**config.mk**
```make
export PLATFORM = sky130hd
export DESIGN_NAME = ipd_stage
export DESIGN_NICKNAME = d
export VERILOG_FILES = /design/src/rtl/ipd_stage_pkg.sv /design/src/rtl/ipd_predecoder.sv /design/src/rtl/ipd_stage.sv
export SDC_FILE = /design/constraint.sdc
export NUM_CORES = 1
export LEC_CHECK = 0
export ABC_AREA = 1
export CAP_MARGIN = 20
export CORE_MARGIN = 2
export CORE_UTILIZATION = 35
export CTS_CLUSTER_SIZE = 40
export DETAILED_ROUTE_END_ITERATION = 12
export HOLD_SLACK_MARGIN = 0.1
export PLACE_DENSITY = 0.7
export SLEW_MARGIN = 5
export SYNTH_ARGS = -nofsm -noshare
export SYNTH_HDL_FRONTEND = slang
export SYNTH_HIERARCHICAL = 1
export SYNTH_SLANG_ARGS = --single-unit
```
**constraint.sdc**
```tcl
create_clock -name clk -period 4 [get_ports clk]
set_input_delay 0.8 -clock clk [delete_from_list [all_inputs] [get_ports clk]]
set_output_delay 0.8 -clock clk [all_outputs]
set_load 0.02 [all_outputs]
```
**src/rtl/ipd_stage_pkg.sv**
```systemverilog
// Shared definitions for the IPD (instruction pre-decode) stage: bus widths,
// LA32R branch/jump opcodes and offset sign-extension helpers.
package ipd_stage_pkg;

  localparam int IF_TO_IPD_BUS_WD = 96;
  localparam int IPD_TO_ID_BUS_WD = 131;

  localparam logic [5:0] OP_JIRL = 6'h13;
  localparam logic [5:0] OP_B    = 6'h14;
  localparam logic [5:0] OP_BL   = 6'h15;
  localparam logic [5:0] OP_BEQ  = 6'h16;
  localparam logic [5:0] OP_BNE  = 6'h17;
  localparam logic [5:0] OP_BLT  = 6'h18;
  localparam logic [5:0] OP_BGE  = 6'h19;
  localparam logic [5:0] OP_BLTU = 6'h1A;
  localparam logic [5:0] OP_BGEU = 6'h1B;

  // Word offset -> sign-extended byte offset.
  function automatic logic [31:0] sext_offs16(input logic [15:0] offs);
    return {{14{offs[15]}}, offs, 2'b00};
  endfunction

  function automatic logic [31:0] sext_offs26(input logic [25:0] offs);
    return {{4{offs[25]}}, offs, 2'b00};
  endfunction

endpackage

```
**src/rtl/ipd_predecoder.sv**
```systemverilog
// Combinational LA32R branch/jump pre-decoder. Only pc-relative targets are
// computed here; jirl targets depend on a register and are resolved in ID.
module ipd_predecoder
  import ipd_stage_pkg::*;
(
  input  logic [31:0] inst,
  input  logic [31:0] pc,
  output logic        is_br,
  output logic        is_bl,
  output logic        is_jirl,
  output logic [31:0] br_target
);

  logic [5:0] op;
  assign op = inst[31:26];

  // Classify the opcode and form the pc-relative target (wraps mod 2^32).
  always_comb begin
    is_br     = 1'b0;
    is_bl     = 1'b0;
    is_jirl   = 1'b0;
    br_target = '0;
    case (op)
      OP_B, OP_BL: begin
        is_br     = 1'b1;
        is_bl     = (op == OP_BL);
        br_target = pc + sext_offs26({inst[9:0], inst[25:10]});
      end
      OP_BEQ, OP_BNE, OP_BLT, OP_BGE, OP_BLTU, OP_BGEU: begin
        is_br     = 1'b1;
        br_target = pc + sext_offs16(inst[25:10]);
      end
      OP_JIRL: is_jirl = 1'b1;
      default: ;
    endcase
  end

endmodule

```
**src/rtl/ipd_stage.sv**
```systemverilog
// IPD pipeline stage: takes {pred_pc, pc} from IF, pairs it with the inst RAM
// data that arrives one cycle later, holds that data in a skid register while
// ID stalls, and forwards the entry plus branch pre-decode to ID.
module ipd_stage
  import ipd_stage_pkg::*;
#(
  parameter int PREDECODE_EN = 1,
  parameter int INST_W       = 32
) (
  input  logic                        clk,
  input  logic                        reset,
  input  logic                        IF_to_IPD_valid,
  input  logic [IF_TO_IPD_BUS_WD-1:0] IF_to_IPD_bus,
  output logic                        IPD_allow_in,
  input  logic [INST_W-1:0]           inst_ram_r_data,
  input  logic                        flush,
  input  logic                        ID_allow_in,
  output logic                        IPD_to_ID_valid,
  output logic [IPD_TO_ID_BUS_WD-1:0] IPD_to_ID_bus
);

  logic              ipd_valid;
  logic              fresh;
  logic              buf_valid;
  logic [INST_W-1:0] pc_r;
  logic [INST_W-1:0] pred_pc_r;
  logic [INST_W-1:0] inst_buf;
  logic [INST_W-1:0] inst;
  logic              accept;
  logic              out_xfer;
  logic              is_br;
  logic              is_bl;
  logic              is_jirl;
  logic [31:0]       br_target;

  // Low 32 bits of the IF bus carry nothing for this stage; buf_valid is
  // kept as status only, since fresh alone selects the instruction source.
  logic unused_sig;
  assign unused_sig = ^{IF_to_IPD_bus[31:0], buf_valid};

  // Stage has a single slot and always completes in one cycle (ready_go=1).
  assign IPD_allow_in    = ~ipd_valid | ID_allow_in;
  assign IPD_to_ID_valid = ipd_valid & ~flush;
  assign accept          = IF_to_IPD_valid & IPD_allow_in & ~flush;
  assign out_xfer        = ipd_valid & ID_allow_in;

  // RAM data is only valid the cycle after acceptance; afterwards use the copy.
  assign inst = fresh ? inst_ram_r_data : inst_buf;

  // Slot state: flush beats accept, accept replaces a leaving entry without a
  // bubble, and a stalled fresh instruction is parked in inst_buf.
  always_ff @(posedge clk) begin
    if (reset) begin
      ipd_valid <= 1'b0;
      fresh     <= 1'b0;
      buf_valid <= 1'b0;
      pc_r      <= '0;
      pred_pc_r <= '0;
      inst_buf  <= '0;
    end else if (flush) begin
      ipd_valid <= 1'b0;
      fresh     <= 1'b0;
      buf_valid <= 1'b0;
    end else if (accept) begin
      ipd_valid <= 1'b1;
      fresh     <= 1'b1;
      buf_valid <= 1'b0;
      pc_r      <= IF_to_IPD_bus[63:32];
      pred_pc_r <= IF_to_IPD_bus[95:64];
    end else if (out_xfer) begin
      ipd_valid <= 1'b0;
      fresh     <= 1'b0;
      buf_valid <= 1'b0;
    end else if (fresh && !ID_allow_in) begin
      inst_buf  <= inst_ram_r_data;
      buf_valid <= 1'b1;
      fresh     <= 1'b0;
    end
  end

  if (PREDECODE_EN != 0) begin : g_predecode
    ipd_predecoder u_predecoder (
      .inst      (inst),
      .pc        (pc_r),
      .is_br     (is_br),
      .is_bl     (is_bl),
      .is_jirl   (is_jirl),
      .br_target (br_target)
    );
  end else begin : g_no_predecode
    assign is_br     = 1'b0;
    assign is_bl     = 1'b0;
    assign is_jirl   = 1'b0;
    assign br_target = '0;
  end

  assign IPD_to_ID_bus = {is_jirl, is_bl, is_br, br_target, inst, pc_r, pred_pc_r};

endmodule
```
# After elaboration in Yosys (flattened, before gate mapping)

Index checks and enable logic that the tools add are counted.
Widths: inputs -> output; s select.

Register bits: 98
Word-level logic and storage cells: 45

Add/subtract/negate cells: 2
Eq/ne operators: 9
Muxes and demuxes: 10
Bitwise gates (word level): 9
Reductions and logical operators: 10

Operator list:

| cell               | number |
|---|---|
| $add 32x32->32     | 2 |
| $pmux 32 s2        | 1 |
| $eq 6x5->1 const B | 9 |
| $mux 32            | 1 |
| $mux 1             | 8 |
| $reduce_or 8->1    | 1 |
| $reduce_or 6->1    | 1 |
| $and 1x1->1        | 4 |
| $not 1->1          | 4 |
| $reduce_and 4->1   | 1 |
| $reduce_or 2->1    | 2 |
| $reduce_bool 3->1  | 1 |
| $reduce_and 2->1   | 1 |
| $reduce_bool 2->1  | 1 |
| $logic_and 1x1->1  | 1 |
| $logic_not 1->1    | 1 |
| $or 1x1->1         | 1 |

# Longest topological paths before layout

Depth in word-level cells: 6
Depth in mapped cells: 23
Depth with buffers taken out: 21

# Modules after synthesis

The synthesis kept the hierarchy.

By module, submodules not included:

| module         | times used | cells each | area each (µm²) | seq. area each (µm²) |
|---|---|---|---|---|
| ipd_stage      | 1          | 582        | 4119.0          | 1961.9 |
| ipd_predecoder | 1          | 516        | 2529.9          | 0.0 |

# Worst setup path after synthesis

OpenSTA, ideal clock, no wires.

Path kind: input-to-output
Start point: in inst_ram_r_data[29]
End point: out IPD_to_ID_bus[127]
Arrival: 3241 ps
Data required time: 3200 ps
Path slack: -41 ps
Stages: 18
Path buffers: 1
Cell sequence: inv_1 -> a21oi_1 -> nand2_1 -> nand2_1 -> nand4_1 -> clkbuf_2 -> o21ai_0 -> inv_1 -> ha_1 -> nand2_1 -> inv_1 -> nand2_1 -> nand2_1 -> nand2_1 -> nand2_1 -> a21oi_1 -> a21oi_1 -> nor2_1

Cells in the longest elaborated chain, start to end: 4
Elaborated cells on any way between the ends: 12
Those cells by class: eq/ne: 8; mux: 2; reduce/logical: 2

Ends and longest elaborated chain:

| element                                                   | line                 | text |
|---|---|---|
| start: declaration                                        | ipd_stage.sv:15      | `input logic [INST_W-1:0] inst_ram_r_data,` |
| $mux 32 *                                                 | ipd_stage.sv:48      | `assign inst = fresh ? inst_ram_r_data : inst_buf;` |
| net IPD_to_ID_bus[93]                                     | ipd_stage.sv:19      | `output logic [IPD_TO_ID_BUS_WD-1:0] IPD_to_ID_bus` |
| $eq 6x5->1                                                | ipd_predecoder.sv:23 | `case (op)` |
| $reduce_or 6->1 / $reduce_or 2->1 (equally long branches) | -                    |  |
| $pmux 32 s2 *                                             | ipd_predecoder.sv:23 |  |
| end: declaration                                          | ipd_stage.sv:19      |  |

Mark *: on every way through the listed nets, which the timed path passes. The rest lies on a longest branch.

# Worst setup path after layout

Start point: in inst_ram_r_data[30]
End point: out IPD_to_ID_bus[121]

Cells in the longest elaborated chain, start to end: 4
Elaborated cells on any way between the ends: 12
Those cells by class: eq/ne: 8; mux: 2; reduce/logical: 2

Ends and longest elaborated chain:

| element                                                   | line |
|---|---|
| $mux 32 *                                                 | ipd_stage.sv:48 |
| $eq 6x5->1                                                | ipd_predecoder.sv:23 |
| $reduce_or 6->1 / $reduce_or 2->1 (equally long branches) | - |
| $pmux 32 s2 *                                             | ipd_predecoder.sv:23 |

Every way passes the cells marked *; elsewhere a longest branch is shown, timed or not.

==> run metrics <==
worst hold path class reg -> reg; Seq cells post-synth around 100; total track usage a little under a quarter; largest net degree at the start of global routing 73; Max FO, Critical Path 6; GPL Wtd Cong 0.9282; routed vias/inst roughly 5; hpwl dp ~18000 microns; routed len/inst between 15 and 20 microns; Final setup viols 1; vias in the first global route between 7000 and 8000; DR DRC count 0; Routed WL 25140 microns; YS warnings 6; post-synthesis cell area 0.006649 sq mm; Final Non-Filler Cells 1669; violated checks setup timing; fin nets approximately 1600; Remaining Overflow, GRT 0; Starting Density 35.66%; Setup WS post-layout -0.04866 ns; CTS tree done; CP Data Arrival Time 3.25 ns; clk root buf clkbuf_16; Clock Latency Late Sink around 0.35 ns; CTS Buf Count 9; Post-synth EDFFs 0; fin crit share 101.2%; syn_nets about 1300; outcome complete, but fails checks; P per Cell Area roughly 230 mW/mm^2; RSZ-0062 raised after global routing yes; Yosys top cell area share 29.51%; clock sink count 98; Cells after DPL about 1600; FILL cells roughly 1700; Worst slew margin about 50%; skew final between 0.009 and 0.01 ns; Avg Inst Size Synth 6.055 sq um; row count 50; startpoint types primary input; post-synthesis sequential area ratio between 20 and 30%; Port Buffers between 200 and 250; ant diodes 0; DRT antenna net count 0; I/O pin count roughly 270; Final Hold Viols 0; first drt pass iteration count 5; H-tree lvl count 3; WHS roughly 0.46 ns; synth unique cells 32; Reg clk slew, reported paths around 0.08 ns; Die Width 141.8 microns; critical path required time around 3.2 ns; CORE AREA 0.01864 sq mm; first-pass GRT wire length between 30000 and 40000 microns; Slew @ Worst Pin ~0.76 ns; area leader, netlist dfxtp_1; Layout area overhead 69.34%; fin crit period between 4 and 5 ns; Syn Inst Count approximately 1100; most area-consuming cells after synthesis dfxtp_1, nand2_1, a21oi_1, nand3_1, inv_1; Max VDD drop ~270 uV; die area approximately 0.020 sq mm; routed via count 8196; Initial DRC Count ~460; Leakage Power between 5 and 6 nW; Clock Path Buffers 2; crit path kind in -> out; MaxCap Viol Count 0; Final Core Density around three fifths; Top FF cell, synth dfxtp_1; cts hold-fix bufs 0; CP Capture Type primary output; max-slew violations 0; initial antenna violation count 0; Vert. Die Dim between 100 and 150 microns; Fmax ~250 MHz; share of post-route cells with drive strength above 1 25.71%; asr flop ratio synth 0%
-- cells by family (layout without fill, tap and decap cells) --
group | after synthesis | count (layout) | share of synthesized area (%)
AND/OR/NAND/NOR | 570 | 570 | 36.90
buffers and inverters | 206 | 543 | 12.59
AO/OA/AOI/OAI | 190 | 190 | 14.66
flip-flops | 98 | 98 | 29.51
adder cells (fa/ha/maj) | 31 | 31 | 5.947
XOR/XNOR | 3 | 3 | 0.3953
-- placed cells by master, fill, tap and decap left out, drive strengths merged, types with 6 or more instances in the layout --
| master | count |
|---|---|
| o21ai | 19 |
| dfxtp | 98 |
| buf | 161 |
| clkbuf | 19 |
| a21oi | 163 |
| inv | 151 |
| nand2 | 290 |
| ha | 30 |
| nor3 | 7 |
| nand3 | 126 |
| nand4 | 6 |
| clkdlybuf4s50 | 200 |
| nor2 | 133 |
| clkdlybuf4s15 | 6 |
-- final timing paths --
kind / startpoint / to / slack, ns / depth (start not counted)
min reg2reg: pred_pc_r[7] / pred_pc_r[7] / 0.46 / 2
max: inst_ram_r_data[30] / IPD_to_ID_bus[121] / -0.05 / 19
max reg2reg: fresh / inst_buf[28] / 1.96 / 8
min: pred_pc_r[7] / pred_pc_r[7] / 0.46 / 2
-- power by group --
group | internal (mW) | switching, mW
Combinational | 0.338 | 0.332
Clock | 0.526 | 0.399
Sequential | 1.01 | 0.0301
-- per-layer routing --
layer | wire length [microns] | global-route usage [%]
met5 | 0 | 0
met4 | 546 | 7.947
met3 | 1799 | 6.412
met2 | 12320 | 41.08
met1 | 10470 | 28.81
-- stage by stage --
| step | power [mW] | setup TNS, ns | setup slack [ns] | cell area [sq um] |
|---|---|---|---|---|
| global placement | 1.631 | -14.14 | -0.9206 | 9881 |
| finish | 2.635 | -0.04866 | -0.04866 | 11260 |
| global route | 2.751 | -0.8682 | -0.1591 | 11260 |
| CTS | 2.612 | 0 | 0.0008762 | 10760 |
| floorplan | 1.317 | 0 | 0.006178 | 6656 |
| detailed placement | 1.635 | -14.72 | -0.9276 | 9881 |
-- layout make-up --
cell class | count | area (sq um) | area share, %
clock buffers | 12 | 256.5 | 2.278
clock inverters | 4 | 56.30 | 0.5001
inverters | 149 | 576.8 | 5.123
multi-input cells | 794 | 4637 | 41.18
flip-flops and latches | 98 | 1966 | 17.46
well taps | 234 | 292.8 | 2.600
repair buffers | 378 | 3475 | 30.86
-- state kept, by name, indices dropped and copies added, names as in the netlist --
signal	count
ipd_valid	1
inst_buf	32
pc_r	32
fresh	1
pred_pc_r	32
-- critical path, cell delays in order --
cell and delay [ns]:
clkbuf_2 0.09, inv_2 0.04, a21oi_2 0.18, inv_2 0.06, nor2_4 0.09, nand4_1 0.25, buf_6 0.25, o21ai_4 0.07
inv_2 0.07, ha_4 0.32, nand2_4 0.08, nor2_4 0.09, inv_2 0.06, nor3_4 0.22, nand3_2 0.13, nand4_1 0.12
nand2_1 0.07, nor2_2 0.12, buf_6 0.13
-- timing repair --
item / 4_1_cts / 5_1_grt
cloned: 1 / 1
setup buffers: 17 / 14
endpoints found under the setup margin: 26 / 26
resized for setup: 217 / 120
pin swaps: 57 / 56
-- synth_stat cells (4+ instances only) --
cell type and n:
o21ai_0 19, nor3_2 4, buf_4 4, nand2_1 279, dfxtp_1 98, nor2_2 6, clkbuf_1 12, a21oi_1 162
buf_1 7, nand2_2 11, and2_1 4, a21o_1 4, nand4_1 6, ha_1 30, nand3_2 4, nand3_1 122
inv_1 146, nor2_1 125, buf_2 32, o21bai_1 4
(Power assumes the default switching activity.)
